===== config.mk =====
export PLATFORM = sky130hd
export DESIGN_NAME = pipelined_addsub
export DESIGN_NICKNAME = d
export VERILOG_FILES = /design/src/rtl/pipelined_addsub.sv
export SDC_FILE = /design/constraint.sdc
export NUM_CORES = 1
export LEC_CHECK = 0
export ABC_AREA = 1
export CORE_MARGIN = 2
export CORE_UTILIZATION = 56
export DETAILED_ROUTE_END_ITERATION = 10
export PLACE_DENSITY = 0.8
export SYNTH_ARGS = -nofsm -noshare
export SYNTH_HDL_FRONTEND = slang
export SYNTH_SLANG_ARGS = --single-unit
export TNS_END_PERCENT = 1

===== constraint.sdc =====
create_clock -name Clock -period 6.1 [get_ports Clock]
set_clock_uncertainty 0.15 [all_clocks]
set_input_delay 0.61 -clock Clock [delete_from_list [all_inputs] [get_ports Clock]]
set_output_delay 0.61 -clock Clock [all_outputs]
set_load 0.1 [all_outputs]

===== src/rtl/pipelined_addsub.sv =====
`default_nettype none
//============================================================================
// Module   : pipelined_addsub
// Purpose  : n-bit adder/subtractor split into k pipeline stages. Stage j
//            adds chunk j (c = n/k bits) using the carry from stage j-1, so
//            the carry ripple per cycle is only c bits long. The last stage
//            also derives signed overflow, optional signed saturation and
//            the zero/negative flags, all registered with the result.
//            A global ready/valid stall freezes every stage at once.
// Revision : 1.0 - initial release
//----------------------------------------------------------------------------
// Parameters
//   n          operand / result width (must be a multiple of k)
//   k          number of pipeline stages (k = 1 -> single registered stage)
// Ports
//   Clock      rising-edge clock
//   Resetn     synchronous active-low reset
//   in_valid   operand beat present
//   in_ready   beat accepted this cycle (combinational)
//   Sub        0 = X + Y + carryin, 1 = X - Y - carryin
//   Sat        clamp signed overflow to the signed extreme
//   carryin    carry-in (add) / borrow-in (sub)
//   X, Y       operands
//   out_valid  result beat present
//   out_ready  downstream accepts the result
//   S          result (after saturation)
//   carryout   raw carry out of bit n-1 (sub: 1 = no borrow)
//   overflow   signed overflow of the raw sum
//   zero       S == 0
//   neg        S[n-1]
//============================================================================
module pipelined_addsub #(
    parameter int n = 32,
    parameter int k = 4
) (
    input  logic         Clock,
    input  logic         Resetn,
    input  logic         in_valid,
    output logic         in_ready,
    input  logic         Sub,
    input  logic         Sat,
    input  logic         carryin,
    input  logic [n-1:0] X,
    input  logic [n-1:0] Y,
    output logic         out_valid,
    input  logic         out_ready,
    output logic [n-1:0] S,
    output logic         carryout,
    output logic         overflow,
    output logic         zero,
    output logic         neg
);

    localparam int c_cw = n / k;

    if ((k < 1) || ((n % k) != 0)) begin : g_param_check
        $error("pipelined_addsub: n (%0d) must be a non-zero multiple of k (%0d)", n, k);
    end

    //------------------------------------------------------------------------
    // Stage inputs. Element j is what stage j consumes this cycle: the port
    // side for j = 0, the registers of stage j-1 otherwise. Operands carry
    // the full width forward so the operand MSBs reach the final stage.
    //------------------------------------------------------------------------
    logic [n-1:0] w_xin   [k];
    logic [n-1:0] w_yin   [k];
    logic [n-1:0] w_sumin [k];
    logic         w_cin   [k];
    logic         w_satin [k];
    logic         w_vin   [k];

    // Inter-stage registers (element k-1 of the data arrays is not needed:
    // the last stage registers straight into the output registers).
    logic [n-1:0] r_x     [k];
    logic [n-1:0] r_y     [k];
    logic [n-1:0] r_sum   [k];
    logic         r_c     [k];
    logic         r_sat   [k];
    logic         r_v     [k];

    // Output registers.
    logic [n-1:0] r_s;
    logic         r_co;
    logic         r_ovf;
    logic         r_zero;
    logic         r_neg;

    logic         w_adv;
    logic [n-1:0] w_yeff;

    // Global stall: nothing moves unless the output slot is free or draining.
    assign w_adv    = ~r_v[k-1] | out_ready;
    assign in_ready = w_adv;

    // Subtraction is X + ~Y + ~borrow, so both the operand and the carry-in
    // are inverted by Sub.
    assign w_yeff = Y ^ {n{Sub}};

    assign w_xin[0]   = X;
    assign w_yin[0]   = w_yeff;
    assign w_sumin[0] = '0;
    assign w_cin[0]   = carryin ^ Sub;
    assign w_satin[0] = Sat;
    assign w_vin[0]   = in_valid;

    //------------------------------------------------------------------------
    // Pipeline stages
    //------------------------------------------------------------------------
    for (genvar j = 0; j < k; j++) begin : g_stage
        logic [c_cw:0] w_chunk;
        logic [n-1:0]  w_sum;

        // Chunk adder: {carry, sum} = X[j] + Yeff[j] + c_j.
        assign w_chunk = {1'b0, w_xin[j][j*c_cw +: c_cw]}
                       + {1'b0, w_yin[j][j*c_cw +: c_cw]}
                       + {{c_cw{1'b0}}, w_cin[j]};

        // Merge the new chunk into the lower chunks produced so far.
        always_comb begin
            w_sum                 = w_sumin[j];
            w_sum[j*c_cw +: c_cw] = w_chunk[c_cw-1:0];
        end

        if (j < k - 1) begin : g_mid
            always_ff @(posedge Clock) begin
                if (!Resetn) begin
                    r_v[j]   <= 1'b0;
                    r_c[j]   <= 1'b0;
                    r_sat[j] <= 1'b0;
                    r_sum[j] <= '0;
                    r_x[j]   <= '0;
                    r_y[j]   <= '0;
                end else if (w_adv) begin
                    r_v[j] <= w_vin[j];
                    // Data registers only load real beats; bubbles leave them.
                    if (w_vin[j]) begin
                        r_c[j]   <= w_chunk[c_cw];
                        r_sat[j] <= w_satin[j];
                        r_sum[j] <= w_sum;
                        r_x[j]   <= w_xin[j];
                        r_y[j]   <= w_yin[j];
                    end
                end
            end

            assign w_xin[j+1]   = r_x[j];
            assign w_yin[j+1]   = r_y[j];
            assign w_sumin[j+1] = r_sum[j];
            assign w_cin[j+1]   = r_c[j];
            assign w_satin[j+1] = r_sat[j];
            assign w_vin[j+1]   = r_v[j];
        end else begin : g_last
            logic         w_xmsb;
            logic         w_ymsb;
            logic         w_ovf;
            logic [n-1:0] w_clamp;
            logic [n-1:0] w_s;

            assign w_xmsb = w_xin[j][n-1];
            assign w_ymsb = w_yin[j][n-1];

            // Signed overflow: both addends share a sign the raw sum lacks.
            assign w_ovf = (w_xmsb & w_ymsb & ~w_sum[n-1])
                         | (~w_xmsb & ~w_ymsb & w_sum[n-1]);

            // A positive overflow wraps to a negative raw sum, so a set sign
            // bit means clamp to the positive extreme and vice versa.
            assign w_clamp = w_sum[n-1] ? {1'b0, {(n-1){1'b1}}}
                                        : {1'b1, {(n-1){1'b0}}};
            assign w_s     = (w_satin[j] & w_ovf) ? w_clamp : w_sum;

            always_ff @(posedge Clock) begin
                if (!Resetn) begin
                    r_v[j] <= 1'b0;
                    r_s    <= '0;
                    r_co   <= 1'b0;
                    r_ovf  <= 1'b0;
                    r_zero <= 1'b0;
                    r_neg  <= 1'b0;
                end else if (w_adv) begin
                    r_v[j] <= w_vin[j];
                    if (w_vin[j]) begin
                        r_s    <= w_s;
                        r_co   <= w_chunk[c_cw];
                        r_ovf  <= w_ovf;
                        r_zero <= (w_s == '0);
                        r_neg  <= w_s[n-1];
                    end
                end
            end
        end
    end

    assign out_valid = r_v[k-1];
    assign S         = r_s;
    assign carryout  = r_co;
    assign overflow  = r_ovf;
    assign zero      = r_zero;
    assign neg       = r_neg;

endmodule
`default_nettype wire


==> metrics.csv, run 1 <==
metric;value;unit
status;finished, final reports clean;
setup_viol;0;
final_cell_area;10500;µm²
via_per_inst;4.93;
p_sw_share;25.0;%
max_freq;287;MHz
dr.first_iter.drc_count;419;
syn_avg_cell_area;10.2;µm²
synth.area.top_cells;edfxtp_1 (52%), dfxtp_1 (8.8%), nor2_1 (7.2%);
grt_usage;19.1;%
syn_inst;851;
antenna_found_initial;0;
critPathMaxStageDelay;0.99;ns
critical-path-slowest-cell;clkdlybuf4s50_1;
finalSetupTns;0;ns
grt_max_degree;59;
power.share.clock;35.2;%
insertion_delay;0.43;ns
path_class;in2out;
synth.mux.area_fraction;0;%
yosys.area.top_type;edfxtp_1;
grt-ovfl-total;0;
fin_ws;2.62;ns
synth_top_area_share;52.3;%
postCtsSetupRepairBufs;0;
placed_area;9920;µm²
grt_pass1_wl;24.8;mm
async_flop_share;0;%
synth_nets;959;
yosysSeqAreaShare;61.1;%
cts_resized;0;
gp_congestion;0.819;
synthAdderAreaFrac;6.03;%
die_area;16500;µm²
peakVddDrop;0.212;mV
first_global_vias;5274;
crit_top_cell;clkdlybuf4s50_1;
power;2.98;mW
post-route-period-util;57.0;%
worst-path-max-fanout;7;
power_switching;745;µW
worstHoldStart;r_sat[1];
start_util;57.3;%
synth_most_common_cell;nor2_1;
n_fill_cell;1111;
path_cells;clkdlybuf4s50_1 -> nor2_1 -> inv_1 -> clkdlybuf4s50_1;
hold_slack;0.299;ns
synth-xor-area-share;3.64;%
first_pass_iters;5;
final.min_clock_period;3.48;ns
drive_gt1_share;5.39;%
utilization;69.2;%
r2r_start;r_y[2][24];
dp.cells;1120;
portBuffers;108;
synth_compound_area_share;8.55;%
ctsHoldBuffers;0;
stdcell_count;1152;
synthSimpleGateAreaFrac;12.4;%
startpoint_type;input pin;
area_growth;20.8;%
cts-buffers-inserted;17;
synth.top_cells.by_count;nor2_1 (166), inv_1 (153), edfxtp_1 (151);
synth_area;8670;µm²
p_int;2.23;mW
end_kind;primary output;
drc_errors;0;
die_y;128;µm
path_buf_inv;3;
synthDistinctLibCells;36;
powerDensity;284;nW/µm²
maxCapViolations;0;
dpl.hpwl;9.95;mm
ant_nets;0;
cts_htree_levels;4;
routed_wl;14.8;mm
hp-class;reg2reg;
synth_top_family_by_area;simple AND/OR/NAND/NOR gates;
n_antenna_cell;0;
cts.sinks;189;
power_frac_seq;51.0;%
startpoint;out_ready;
fin_nets;1059;
combinationalPowerShare;13.9;%
ys.flop_type;edfxtp_1;
path_clk_slew;0.06;ns
ioPinCount;109;
synth-seq-cells;189;
grt_setup_unrepaired;false;
yosysWarnings;0;
pre_cts_ws;2.57;ns
clockRootBuffer;clkbuf_16;
p_leak;4.41;nW
slew_headroom;21.4;%
core_area;15100;µm²
drv_slew;0;
max_slew.worst_pin.slew;1.18;ns
crit_family;buffers and inverters;
die_x;128;µm
crit_required;5.34;ns
cp.arrival;2.72;ns
num_vias;5680;
synth_edf_count;151;
wl_per_cell;12.8;µm
cts_tree;done;
rows;45;
finalHoldViolCount;0;
cts_buffer_depth;2;
[cell usage in the layout (no fill, tap or decap), drive strengths merged, types with 3 or more instances in the layout]
| master | Yosys | layout |
|---|---|---|
| inv | 155 | 156 |
| ha | 29 | 29 |
| clkbuf | 25 | 21 |
| edfxtp | 151 | 151 |
| xor2 | 8 | 8 |
| nor2 | 167 | 167 |
| buf | 7 | 6 |
| o21ai | 60 | 60 |
| clkdlybuf4s50 | 0 | 107 |
| nand3 | 13 | 13 |
| nand2 | 80 | 80 |
| o41ai | 5 | 5 |
| nor3 | 4 | 4 |
| a21oi | 56 | 56 |
| dfxtp | 38 | 38 |
| clkinv | 1 | 7 |
| a211oi | 3 | 3 |
| fa | 8 | 8 |
| xnor2 | 28 | 28 |
| o21bai | 3 | 3 |
[final timing paths]
check        slack [ns]        to  cells past startpoint
max                2.62  in_ready                      4
min                0.30  r_sat[2]                      2
max reg2reg        3.29      zero                     12
min reg2reg        0.30  r_sat[2]                      2
[worst reg2reg max path: cells and delay by family, from the launching register on]
family                   cells  cell delay (ns)
AND/OR/NAND/NOR              9             1.27
AO/OA/AOI/OAI                2             0.47
flip-flops                   1             0.41
adder cells (fa/ha/maj)      1             0.46
[per-layer routing]
layer | share of wire [%] | vias up | track usage, %
met1 | 48 | 2547 | 27.3
met2 | 45 | 168 | 28.7
met3 | 4.6 | 20 | 4.07
met4 | 1.6 | 0 | 7.89
met5 | 0 | - | 0
li1 | - | 2945 | -
[cell type report]
type	count	area [µm²]	share of cell area [%]
Sequential cell	189	5300	50.5
Multi-Input combinational cell	474	2690	25.7
Tap cell	188	235	2.24
Clock inverter	11	119	1.13
Inverter	156	586	5.59
Clock buffer	21	440	4.20
Timing Repair Buffer	113	1110	10.6
[registers in the layout, indices dropped and copies added, names as in the netlist]
register,cells
zero,1
r_y,48
carryout,1
r_x,48
overflow,1
S,32
r_c,3
r_v,4
r_sum,48
r_sat,3
[kinds of logic after synthesis]
logic type | Yosys count
flip-flops | 189
adder cells (fa/ha/maj) | 37
XOR/XNOR | 36
AO/OA/AOI/OAI | 134
AND/OR/NAND/NOR | 267
buffers and inverters | 188
[power by group through the flow]
stage | Sequential, mW | Clock (mW) | Combinational, mW
5_1_grt | 1.53 | 1.12 | 0.457
3_3_place_gp | 1.54 | 0 | 0.403
6_report | 1.52 | 1.05 | 0.413
2_1_floorplan | 1.62 | 0 | 0.215
3_5_place_dp | 1.55 | 0 | 0.410
4_1_cts | 1.52 | 1.06 | 0.415
No activity file was read; power rests on OpenSTA's default activity.
==> run 2, diff against run 1 <==
--- a/config.mk
+++ b/config.mk
@@ -7,9 +7,9 @@
 export LEC_CHECK = 0
 export ABC_AREA = 1
 export CORE_MARGIN = 2
-export CORE_UTILIZATION = 56
+export CORE_UTILIZATION = 50
 export DETAILED_ROUTE_END_ITERATION = 10
-export PLACE_DENSITY = 0.8
+export PLACE_DENSITY = 0.76
 export SYNTH_ARGS = -nofsm -noshare
 export SYNTH_HDL_FRONTEND = slang
 export SYNTH_SLANG_ARGS = --single-unit
==> constraint.sdc (replaced) <==
create_clock -name Clock -period 3 [get_ports Clock]
set_clock_uncertainty 0.15 [all_clocks]
set_input_delay 0.3 -clock Clock [delete_from_list [all_inputs] [get_ports Clock]]
set_output_delay 0.3 -clock Clock [all_outputs]
set_load 0.1 [all_outputs]
==> run 2 against run 1 <==
Compared with the run above: clock power increased by 120%; combinational power increased by 110%; routed wire length increased by 0.34%; critical path depth increased by 5; non-clock buffer count increased by 10; hold slack improved by 0.0048 ns; design area increased by 0.84%; critical path type is now reg2reg; highest routed layer unchanged.
==> metrics.csv, run 2 (synthesized netlist as in run 1, its figures left out) <==
metric;value;unit
fin_nets;1069;
core_area;17100;µm²
max_freq;382;MHz
crit_required;3.13;ns
p_sw_share;24.9;%
cts_htree_levels;4;
crit_top_cell;nand2_1;
path_clk_slew;0.07;ns
crit_family;simple AND/OR/NAND/NOR gates;
setup_viol;0;
combinationalPowerShare;13.7;%
first_global_vias;5302;
dpl.hpwl;10.4;mm
finalSetupTns;0;ns
final_cell_mix;nor2_1 (165), inv_1 (153), edfxtp_1 (151);
r2r_slack;0.38;ns
drive_gt1_share;10.4;%
max_slew.worst_pin.slew;0.935;ns
worstHoldStart;r_sat[1];
ant_nets;0;
insertion_delay;0.43;ns
cts_buffer_depth;2;
final_common_cell;nor2_1;
min_path_cells;2;
powerDensity;586;nW/µm²
antenna_found_initial;0;
power;6.19;mW
start_util;50.7;%
fin_ws;0.379;ns
ctsHoldBuffers;0;
postCtsSetupRepairBufs;0;
n_antenna_cell;0;
clockRootBuffer;clkbuf_16;
reg2regPathDepth;9;
cts_tree;done;
ioPinCount;109;
peakVddDrop;0.423;mV
die_y;136;µm
maxCapViolations;0;
grt_pass1_wl;24.7;mm
hp-class;reg2reg;
grt_usage;17.1;%
final.min_clock_period;2.62;ns
cp.arrival;2.75;ns
post-route-period-util;87.4;%
first_pass_iters;5;
end_kind;flop;
gp_congestion;0.788;
path_class;reg2reg;
largest_registers;r_sum: 48 flops, r_x: 48 flops, r_y: 48 flops;
dr.first_iter.drc_count;335;
grt_setup_unrepaired;false;
status;finished, final reports clean;
area_growth;21.9;%
grt_max_degree;46;
via_per_inst;4.73;
drv_slew;0;
wl_per_cell;12.4;µm
path_buf_inv;1;
cts.sinks;189;
power_frac_seq;49.8;%
num_vias;5672;
finalHoldViolCount;0;
pre_cts_ws;0.100;ns
routed_wl;14.8;mm
r2r_start;r_y[2][24];
die_x;136;µm
power.share.clock;36.5;%
rows;48;
worst-path-max-fanout;30;
power_switching;1.54;mW
startpoint_type;flop;
slew_headroom;37.5;%
p_int;4.65;mW
cts-buffers-inserted;17;
p_leak;4.56;nW
utilization;61.7;%
cts_resized;0;
path_cells;fa_1 -> nand3_1 -> nand2_1 -> nand2_2 -> nand3_2 -> nand4_1 -> nand2_1 -> inv_1 -> a21oi_1;
rr_endpoint;S[25];
grt-ovfl-total;0;
drc_errors;0;
critPathMaxStageDelay;0.63;ns
die_area;18400;µm²
portBuffers;108;
hold_path_end;r_sat[2];
critical-path-slowest-cell;inv_1;
run 2: cell count changes in the layout (fill, tap and decap cells not counted):
cell,delta
clkdlybuf4s50_1,-38
inv_8,+1
buf_12,+2
bufinv_16,+1
inv_6,+3
clkinv_2,-2
clkbuf_1,-1
clkinv_4,-2
buf_4,+46
run 2: per-layer routing:
| metal | wire (µm) | GRT usage, % |
|---|---|---|
| met3 | 845 | 4.12 |
| met4 | 182 | 6.08 |
| met1 | 7140 | 23.9 |
| met5 | 0 | 0 |
| met2 | 6660 | 26.2 |
run 2: layout make-up:
cell class / count / area [µm²]
fill: 1393 / 6550
sequential: 189 / 5300
multi-input combinational: 474 / 2690
clock buffer: 20 / 437
tap: 225 / 282
inverter: 156 / 586
timing repair buffer: 123 / 1120
clock inverter: 12 / 159
run 2: power by group through the flow:
stage	registers, mW	clock network [mW]	logic, mW
5_1_grt	3.10	2.40	0.937
4_1_cts	3.09	2.29	0.851
2_1_floorplan	3.28	0	0.439
3_5_place_dp	3.14	0	0.840
6_report	3.09	2.26	0.847
3_3_place_gp	3.14	0	0.826
run 2: worst max path at each step:
stage | start | end | slack [ns] | depth (start not counted)
2_1_floorplan | r_v[1][1] | r_sum[2][0] | -0.47 | 3
3_3_place_gp | Y[1] | r_sum[0][7] | 0.15 | 15
6_report | r_y[2][24] | S[25] | 0.38 | 9
4_1_cts | r_y[2][24] | S[25] | 0.37 | 9
5_1_grt | r_y[2][26] | S[16] | 0.13 | 9
3_5_place_dp | Y[1] | r_sum[0][7] | 0.10 | 15
run 2: through the flow:
step | std cells | hold WS (ns) | instance area, µm²
floorplan | 851 | 0.272 | 8680
detailed placement | 1167 | 0.289 | 9970
global route | 1199 | 0.337 | 10600
finish | 1199 | 0.304 | 10600
global placement | 1167 | 0.280 | 9970
CTS | 1199 | 0.305 | 10600
run 2: tightest hold or removal path: cells and delay by family (launching register included):
family,cells,cell delay [ns]
flops,1,0.32
simple gates,1,0.05
compound gates,1,0.05
==> run 3, diff against run 2 <==
--- a/config.mk
+++ b/config.mk
@@ -7,9 +7,11 @@
 export LEC_CHECK = 0
 export ABC_AREA = 1
 export CORE_MARGIN = 2
-export CORE_UTILIZATION = 50
+export CORE_UTILIZATION = 57
+export CTS_CLUSTER_SIZE = 30
 export DETAILED_ROUTE_END_ITERATION = 10
-export PLACE_DENSITY = 0.76
+export DONT_BUFFER_PORTS = 1
+export PLACE_DENSITY = 0.75
 export SYNTH_ARGS = -nofsm -noshare
 export SYNTH_HDL_FRONTEND = slang
 export SYNTH_SLANG_ARGS = --single-unit
==> run 3 against run 2 <==
Compared with the run above: global-route usage rose by 2.9 points; hold slack got worse by 0.28 ns; non-clock buffer count shrank 6; highest routed layer unchanged.
==> metrics.csv, run 3 (synthesized netlist as in run 1, its figures left out) <==
metric;value;unit
status;finished, final reports clean;
end_kind;flop;
power_switching;1.57;mW
via_per_inst;4.97;
post-route-period-util;86.6;%
finalSetupTns;0;ns
n_antenna_cell;0;
grt-ovfl-total;0;
rows;45;
peakVddDrop;0.421;mV
max_slew.worst_pin.slew;1.02;ns
path_class;in2reg;
cts-buffers-inserted;17;
cp.arrival;2.67;ns
ioPinCount;109;
combinationalPowerShare;13.5;%
slew_headroom;32.2;%
ant_nets;0;
crit_required;3.07;ns
dpl.hpwl;9.73;mm
powerDensity;579;nW/µm²
first_pass_iters;5;
final_cell_area;10500;µm²
hold_slack;0.0215;ns
grt_max_degree;59;
grt_pass1_wl;25.8;mm
met1_usage;28.3;%
grt_use_met2;31.4;%
num_vias;5744;
insertion_delay;0.42;ns
largest_registers;r_sum: 48 flops, r_x: 48 flops, r_y: 48 flops;
p_sw_share;26.0;%
routed_wl;15.4;mm
fin_nets;1063;
die_x;127;µm
grt_usage;20.0;%
cts_htree_levels;4;
p_leak;4.53;nW
antenna_found_initial;0;
die_area;16200;µm²
gr-usage-met3;4.15;%
gp_congestion;0.807;
finalHoldViolCount;0;
cts.sinks;189;
drc_errors;0;
power_frac_seq;51.3;%
power.share.clock;35.2;%
hp-class;in2reg;
final_common_cell;nor2_1;
area_growth;20.5;%
pre_cts_ws;0.427;ns
drive_gt1_share;9.62;%
startpoint_type;input pin;
dr.first_iter.drc_count;368;
placed_area;9140;µm²
drv_slew;0;
max_freq;385;MHz
p_int;4.48;mW
clockRootBuffer;clkbuf_16;
cts_buffer_depth;2;
wl_per_cell;13.4;µm
path_clk_slew;0.07;ns
portBuffers;0;
core_area;15000;µm²
maxCapViolations;0;
die_y;127;µm
first_global_vias;5519;
grt.busiest_layer;met2;
worst-path-max-fanout;37;
grt_setup_unrepaired;false;
final_cell_mix;nor2_1 (165), inv_1 (153), edfxtp_1 (151);
fin_ws;0.403;ns
setup_viol;0;
final.min_clock_period;2.60;ns
start_util;57.7;%
cts_tree;done;
==> run 3: power by group through the flow <==
stage	sequential [mW]	clock [mW]	combinational [mW]
6_report	3.10	2.13	0.818
5_1_grt	3.12	2.25	0.907
4_1_cts	3.10	2.16	0.805
3_5_place_dp	3.16	0	0.695
3_3_place_gp	3.15	0	0.684
2_1_floorplan	3.28	0	0.439
==> run 3: final cells by class <==
type / instances / area, µm²
inverters: 156 / 586
multi-input cells: 474 / 2690
clock inverters: 13 / 131
fillers: 1113 / 4580
repair buffers: 117 / 1080
clock buffers: 18 / 429
flip-flops and latches: 189 / 5300
well taps: 188 / 235
==> run 3: worst max-delay path, cell delays in order <==
cell	delay, ns
dlymetal6s4s_1	0.78
inv_1	0.22
nor2_1	0.15
inv_1	0.08
nor2_1	0.39
inv_2	0.38
nor3_1	0.36
==> run 3: path summary, 6_finish.rpt <==
kind	from	slack, ns	cells past startpoint	endpoint
hold / removal	Sub	0.02	2	r_y[0][19]
setup / recovery	Resetn	0.40	7	r_sum[2][20]
hold reg to reg	r_sat[1]	0.33	2	r_sat[2]
setup reg to reg	r_y[2][24]	0.44	13	zero
==> run 3: what timing repair did <==
action | 4_1_cts | 5_1_grt
endpoints found under the setup margin | 0 | 88
hold buffers | 75 | 0
endpoints found under the hold margin | 85 | 0
resized for setup | 0 | 1
buffers inserted | 0 | 0
==> run 3: through the flow <==
stage          utilization [%]  std cells  power (mW)
2_1_floorplan                -        851        3.72
5_1_grt                   69.5       1155        6.28
3_5_place_dp              60.8       1049        3.86
6_report                  69.5       1155        6.05
3_3_place_gp              60.8       1049        3.84
4_1_cts                   69.5       1155        6.07
==> run 3: per-layer routing <==
layer	wire length [µm]	part of all wire, %
met1	7180	47
met2	7170	46
met3	894	5.8
met4	180	1.2
met5	0	0
